**src/rtl/pipelined_wallace_mult.sv**
```systemverilog
// Three-stage pipelined Wallace-tree multiplier, signed or unsigned per beat.
// S1 holds operands, S2 the carry-save pair, S3 the resolved product.
module pipelined_wallace_mult #(
  parameter int WIDTH = 11,
  localparam int PWIDTH = 2 * WIDTH
) (
  input  logic              clk,
  input  logic              rst_n,
  input  logic              in_valid,
  output logic              in_ready,
  input  logic [WIDTH-1:0]  op1,
  input  logic [WIDTH-1:0]  op2,
  input  logic              is_signed,
  output logic              out_valid,
  input  logic              out_ready,
  output logic [PWIDTH-1:0] product
);

  function automatic int nrows(input int l);
    int n;
    n = WIDTH;
    for (int k = 0; k < l; k++) n = n - n / 3;
    return n;
  endfunction

  function automatic int tree_depth();
    int n;
    int d;
    n = WIDTH;
    d = 0;
    while (n > 2) begin
      n = n - n / 3;
      d++;
    end
    return d;
  endfunction

  localparam int DEPTH = tree_depth();

  logic              v1;
  logic              v2;
  logic              v3;
  logic [WIDTH-1:0]  a1;
  logic [WIDTH-1:0]  b1;
  logic              sgn1;
  logic [PWIDTH-1:0] sum2;
  logic [PWIDTH-1:0] car2;
  logic [PWIDTH-1:0] prod3;
  logic [PWIDTH-1:0] a_ext;
  logic [PWIDTH-1:0] red_sum;
  logic [PWIDTH-1:0] red_car;
  logic              adv;

  assign adv       = !v3 || out_ready;
  assign in_ready  = adv;
  assign out_valid = v3;
  assign product   = prod3;

  assign a_ext = sgn1 ? {{WIDTH{a1[WIDTH-1]}}, a1}
                      : {{WIDTH{1'b0}}, a1};

  // Level 0 holds the partial products; each later level is 3:2 compressed.
  for (genvar l = 0; l <= DEPTH; l++) begin : g_lvl
    localparam int N = nrows(l);
    logic [PWIDTH-1:0] r [N];
    if (l == 0) begin : g_pp
      for (genvar i = 0; i < WIDTH; i++) begin : g_row
        logic [PWIDTH-1:0] m;
        assign m = b1[i] ? (a_ext << i) : '0;
        // In signed mode the multiplier MSB carries negative weight.
        if (i == WIDTH - 1) begin : g_msb
          assign r[i] = sgn1 ? -m : m;
        end else begin : g_lsb
          assign r[i] = m;
        end
      end
    end else begin : g_red
      localparam int M = nrows(l - 1);
      localparam int G = M / 3;
      for (genvar g = 0; g < G; g++) begin : g_csa
        logic [PWIDTH-1:0] x;
        logic [PWIDTH-1:0] y;
        logic [PWIDTH-1:0] z;
        assign x = g_lvl[l-1].r[3*g];
        assign y = g_lvl[l-1].r[3*g+1];
        assign z = g_lvl[l-1].r[3*g+2];
        assign r[2*g]   = x ^ y ^ z;
        assign r[2*g+1] = ((x & y) | (x & z) | (y & z)) << 1;
      end
      for (genvar k = 3 * G; k < M; k++) begin : g_pass
        assign r[2*G+k-3*G] = g_lvl[l-1].r[k];
      end
    end
  end

  assign red_sum = g_lvl[DEPTH].r[0];
  assign red_car = g_lvl[DEPTH].r[1];

  // Stage data only loads with a valid beat so bubbles keep the old value.
  always_ff @(posedge clk or negedge rst_n) begin
    if (!rst_n) begin
      v1    <= 1'b0;
      v2    <= 1'b0;
      v3    <= 1'b0;
      a1    <= '0;
      b1    <= '0;
      sgn1  <= 1'b0;
      sum2  <= '0;
      car2  <= '0;
      prod3 <= '0;
    end else if (adv) begin
      v1 <= in_valid;
      v2 <= v1;
      v3 <= v2;
      if (in_valid) begin
        a1   <= op1;
        b1   <= op2;
        sgn1 <= is_signed;
      end
      if (v1) begin
        sum2 <= red_sum;
        car2 <= red_car;
      end
      if (v2) begin
        prod3 <= sum2 + car2;
      end
    end
  end

endmodule

```
**config.mk**
```make
export PLATFORM = sky130hd
export DESIGN_NAME = pipelined_wallace_mult
export DESIGN_NICKNAME = d
export VERILOG_FILES = /design/src/rtl/pipelined_wallace_mult.sv
export SDC_FILE = /design/constraint.sdc
export NUM_CORES = 1
export LEC_CHECK = 0
export ABC_AREA = 1
export CAP_MARGIN = 0
export CORE_ASPECT_RATIO = 1.4
export CORE_MARGIN = 10
export CORE_UTILIZATION = 60
export DETAILED_ROUTE_END_ITERATION = 7
export PLACE_DENSITY = 0.81
export SYNTH_ARGS = -nofsm -noshare
export SYNTH_HDL_FRONTEND = slang
export SYNTH_SLANG_ARGS = --single-unit
```
**constraint.sdc**
```tcl
create_clock -name clk -period 10.1 [get_ports clk]
set_input_delay 1.01 -clock clk [delete_from_list [all_inputs] [get_ports clk]]
set_output_delay 1.01 -clock clk [all_outputs]
set_load 0.005 [all_outputs]
```
# Word-level counts from Yosys, hierarchy flattened
# Cells that the tools add are included.
[word_totals] wordCells=92 output_inout_bits=24 input_bits=27 reg_bits=91
[op_classes] n_reduce_logical=5 addsub=2 muxes=13 bitwise=63
[ops] cell="21-bit bitwise AND" n=27
[ops] cell="22-bit XOR" n=18
[ops] cell="21-bit OR" n=18
[ops] cell="22-bit 2-to-1 mux" n=13
[ops] cell="22-bit adder" n=1
[ops] cell="22-bit negation" n=1
[ops] cell="2-bit AND reduction" n=3
[ops] cell="1-bit logical NOT" n=1
[ops] cell="1-bit logical OR" n=1

# Depth between registers and ports, before layout
[depth] depth_word=17 ltp_mapped=21 ltp_nobuf=21

# Worst setup path before layout
# OpenSTA, ideal clock, no wires.
[synth_timing] path_type="reg-to-reg" from="register sgn1" to="register sum2[16]" synth_period_minus_slack_ps=4004 path_buffers=2 path_stages_with_launch=14 path_slack_ps=6096 required_time_ps=10034 arrival_time_ps=3938 setup_time_ps=66 cell_sequence="dfrtp_1 buf_2 clkinv_1 clkbuf_1 nor2_1 fa_1 fa_1 inv_1 fa_1 fa_1 inv_1 fa_1 nand2_1 nand2_1"
[synth_rtl] element="from (decl)" line_no="45" rtl="logic sgn1;"
[synth_rtl] element="from (signal assigned)" line_no="118" rtl="sgn1 <= is_signed;"
[synth_rtl] element="to (signal assigned)" line_no="121" rtl="sum2 <= red_sum;"
[synth_rtl] element="to (decl)" line_no="46" rtl="logic [PWIDTH-1:0] sum2;"

==> flow_metrics.tcl <==
set metrics [dict create \
    synthDominantCellAreaShare_pct 26.9 \
    final_net_count 1173 \
    wl_per_cell_um 14.3 \
    crit_arrival_ps 4710 \
    post_cts_resized 0 \
    globalplace.congestion 0.936 \
    critical_path.startpoint_type "flip-flop" \
    whs_ps 475 \
    max_freq_mhz 226 \
    worst_r2r_path_depth 11 \
    cp_slowest_cell "fa_1" \
    final_layout_size_suffix_gt1_share_pct 5.37 \
    core_area_um2 13300 \
    grt_start_max_net_pins 63 \
    count_of_buffers_inserted_at_the_top_level_ports 50 \
    wl_um 17000 \
    synthesis.yosys.warnings 0 \
    dp.final_hpwl_um 13500 \
    initial_core_util_pct 60.9 \
    synth_edf_count 0 \
    drt_pre_antenna_iters 5 \
    synth_register_bits 86 \
    ioPinCount 51 \
    rsz0062_at_grt "no" \
    n_fill_cell 1103 \
    grt_overflow_total 0 \
    post-cts-setup-buffer-count 0 \
    min_path_cells 2 \
    min_period_ps 4420 \
    slew-limit-headroom_pct 48.1 \
    setup_ws_ps 5680 \
    cts.path.max_buffers 2 \
    design.die.area_um2 18700 \
    post_synth.cell_area_avg_um2 8.34 \
    synth_area_leader_cell "fa_1" \
    antenna_left 0 \
    timing_hold_violations_final 0 \
    worst_pin_slew_ps 779 \
    cap_violations 0 \
    first_global_vias 6473 \
    cts_sink_cnt 86 \
    cts.reportedPaths.clkPinSlew_ps 70 \
    worstPathCellList "clkinv_1 > nor2_1 > fa_1 > fa_1 > inv_1 > fa_1 > fa_1 > inv_1 > fa_1 > nand2_1 > nand2_1" \
    count_of_final_max_slew_check_failures 0 \
    critPathKind "flip-flop to flip-flop" \
    route.detailed.vias_per_inst 5.12 \
    yosys.cell_count.top_type "nand2_1" \
    h_tree_levels 3 \
    outcome "complete, no violations" \
    crit_top_cell "fa_1" \
    timing.final.crit_share_pct 43.8 \
    yosys.cell_types.count 35 \
    slowest_delay_ps 610 \
    critical_path_peak_fanout 17 \
    timing.final.setup_violations 0 \
    post_synth_main_area_contributors "fa_1 (27%), dfrtp_1 (27%), nand2_1 (14%), inv_1 (9.3%), ha_1 (5.7%)" \
    synthFlopType "dfrtp_1" \
    final_cells 1187 \
    globalRouteTotalUtil_pct 19.6 \
    synth.yosys.seq_area_share_pct 26.5 \
    clock_skew_ps 10.4 \
    synth_common_cells "nand2_1 (309), inv_1 (201), fa_1 (109), dfrtp_1 (86), ha_1 (37)" \
    area_growth_pct 10.8 \
    placed_cells_incl_taps 1171 \
    setup.worst_path.end_class "flip-flop" \
    critPathRequiredTime_ps 10390 \
    hold_buffers 0 \
    tns_ps 0 \
    num_antenna_cells 0 \
    first_iter_violations 307 \
    die_height_um 158 \
    detailroute.via_count 6075 \
    die_w_um 118 \
    drc 0 \
    grt_first_pass_wirelength_um 30200 \
    min-delay-path-class "flip-flop to flip-flop" \
    synth_area_um2 8120 \
    placement.setup.worst_slack_ps 5680 \
    syn_nets 1146 \
    post_synthesis_async_set_or_reset_flop_share_pct 100 \
    gate_count_of_the_mapped_netlist 973 \
    antenna_violations_before_repair 0 \
    cts_tree "yes" \
    placement_row_count 50 \
    clk-insertion-delay-late_ps 350 \
    cts.root.buffer_cell "clkbuf_16" \
    numCtsBuffers 9 \
]
metrics by stage:
step	cell area [µm²]	utilization (%)
after CTS	9000	67.5
after global routing	9000	67.5
after floorplan	8120	-
after detailed placement	8690	65.2
final	9000	67.5
after global placement	8690	65.2
final timing paths:
| check | start | endpoint | slack, ps |
|---|---|---|---|
| min | product[3] | product[3] | 480 |
| min reg2reg | product[3] | product[3] | 480 |
| min in group asynchronous | rst_n | product[3] | 540 |
| max reg2reg | sgn1 | sum2[16] | 5680 |
| max in group asynchronous | rst_n | b1[2] | 8470 |
| max | sgn1 | sum2[16] | 5680 |
sequential cells by signal (all words and copies together), names as in the netlist:
register and cells:
product 22, sum2 22, car2 16, a1 11, b1 11, out_valid 1, sgn1 1, v1 1
v2 1
layout make-up:
type | instances | area [µm²] | area share [%]
multi-input cells | 644 | 5020 | 55.8
flip-flops and latches | 86 | 2150 | 23.9
inverters | 206 | 773 | 8.60
repair buffers | 53 | 520 | 5.79
well taps | 182 | 228 | 2.53
clock buffers | 9 | 225 | 2.50
clock inverters | 7 | 76.3 | 0.848
placed cells by master, fill, tap and decap left out, types with 4 or more instances in the layout:
cell	instances
a21oi_1	23
a31oi_1	4
buf_4	4
clkbuf_16	9
clkdlybuf4s50_1	49
dfrtp_1	86
fa_1	109
ha_1	37
inv_1	201
inv_2	4
mux2_1	7
mux2_2	13
nand2_1	309
nand2_2	5
nand3_1	29
nand4_1	7
nor2_1	29
o21ai_0	13
o21ai_1	13
xnor2_1	13
xor2_1	11
per-layer routing:
metal / vias up / part of all wire, % / GRT usage [%]
li1: 2940 / - / -
met2: 174 / 52 / 35.2
met5: - / 0 / 0
met1: 2925 / 41 / 23.2
met3: 36 / 5.3 / 3.46
met4: 0 / 2.1 / 6.67
logic make-up (layout without fill, tap and decap cells):
logic type               Yosys count  count (layout)  synth area share (%)
multiplexers                      20              20                  2.77
XOR/XNOR                          24              24                  2.59
flip-flops                        86              86                  26.5
AND/OR/NAND/NOR                  394             394                  19.9
AO/OA/AOI/OAI                     60              60                  4.02
adder cells (fa/ha/maj)          146             146                  32.6
buffers and inverters            243             275                  11.7
critical path: cells and delay by family, from the launching register on:
kind	cells	cell delay, ps
DFF	1	500
buffers and inverters	3	620
adders and majority gates	5	2670
and+or+nand+nor	3	550
Power is not shown: default switching activity piles up to over one toggle a cycle in this logic, so the estimate is an artifact.
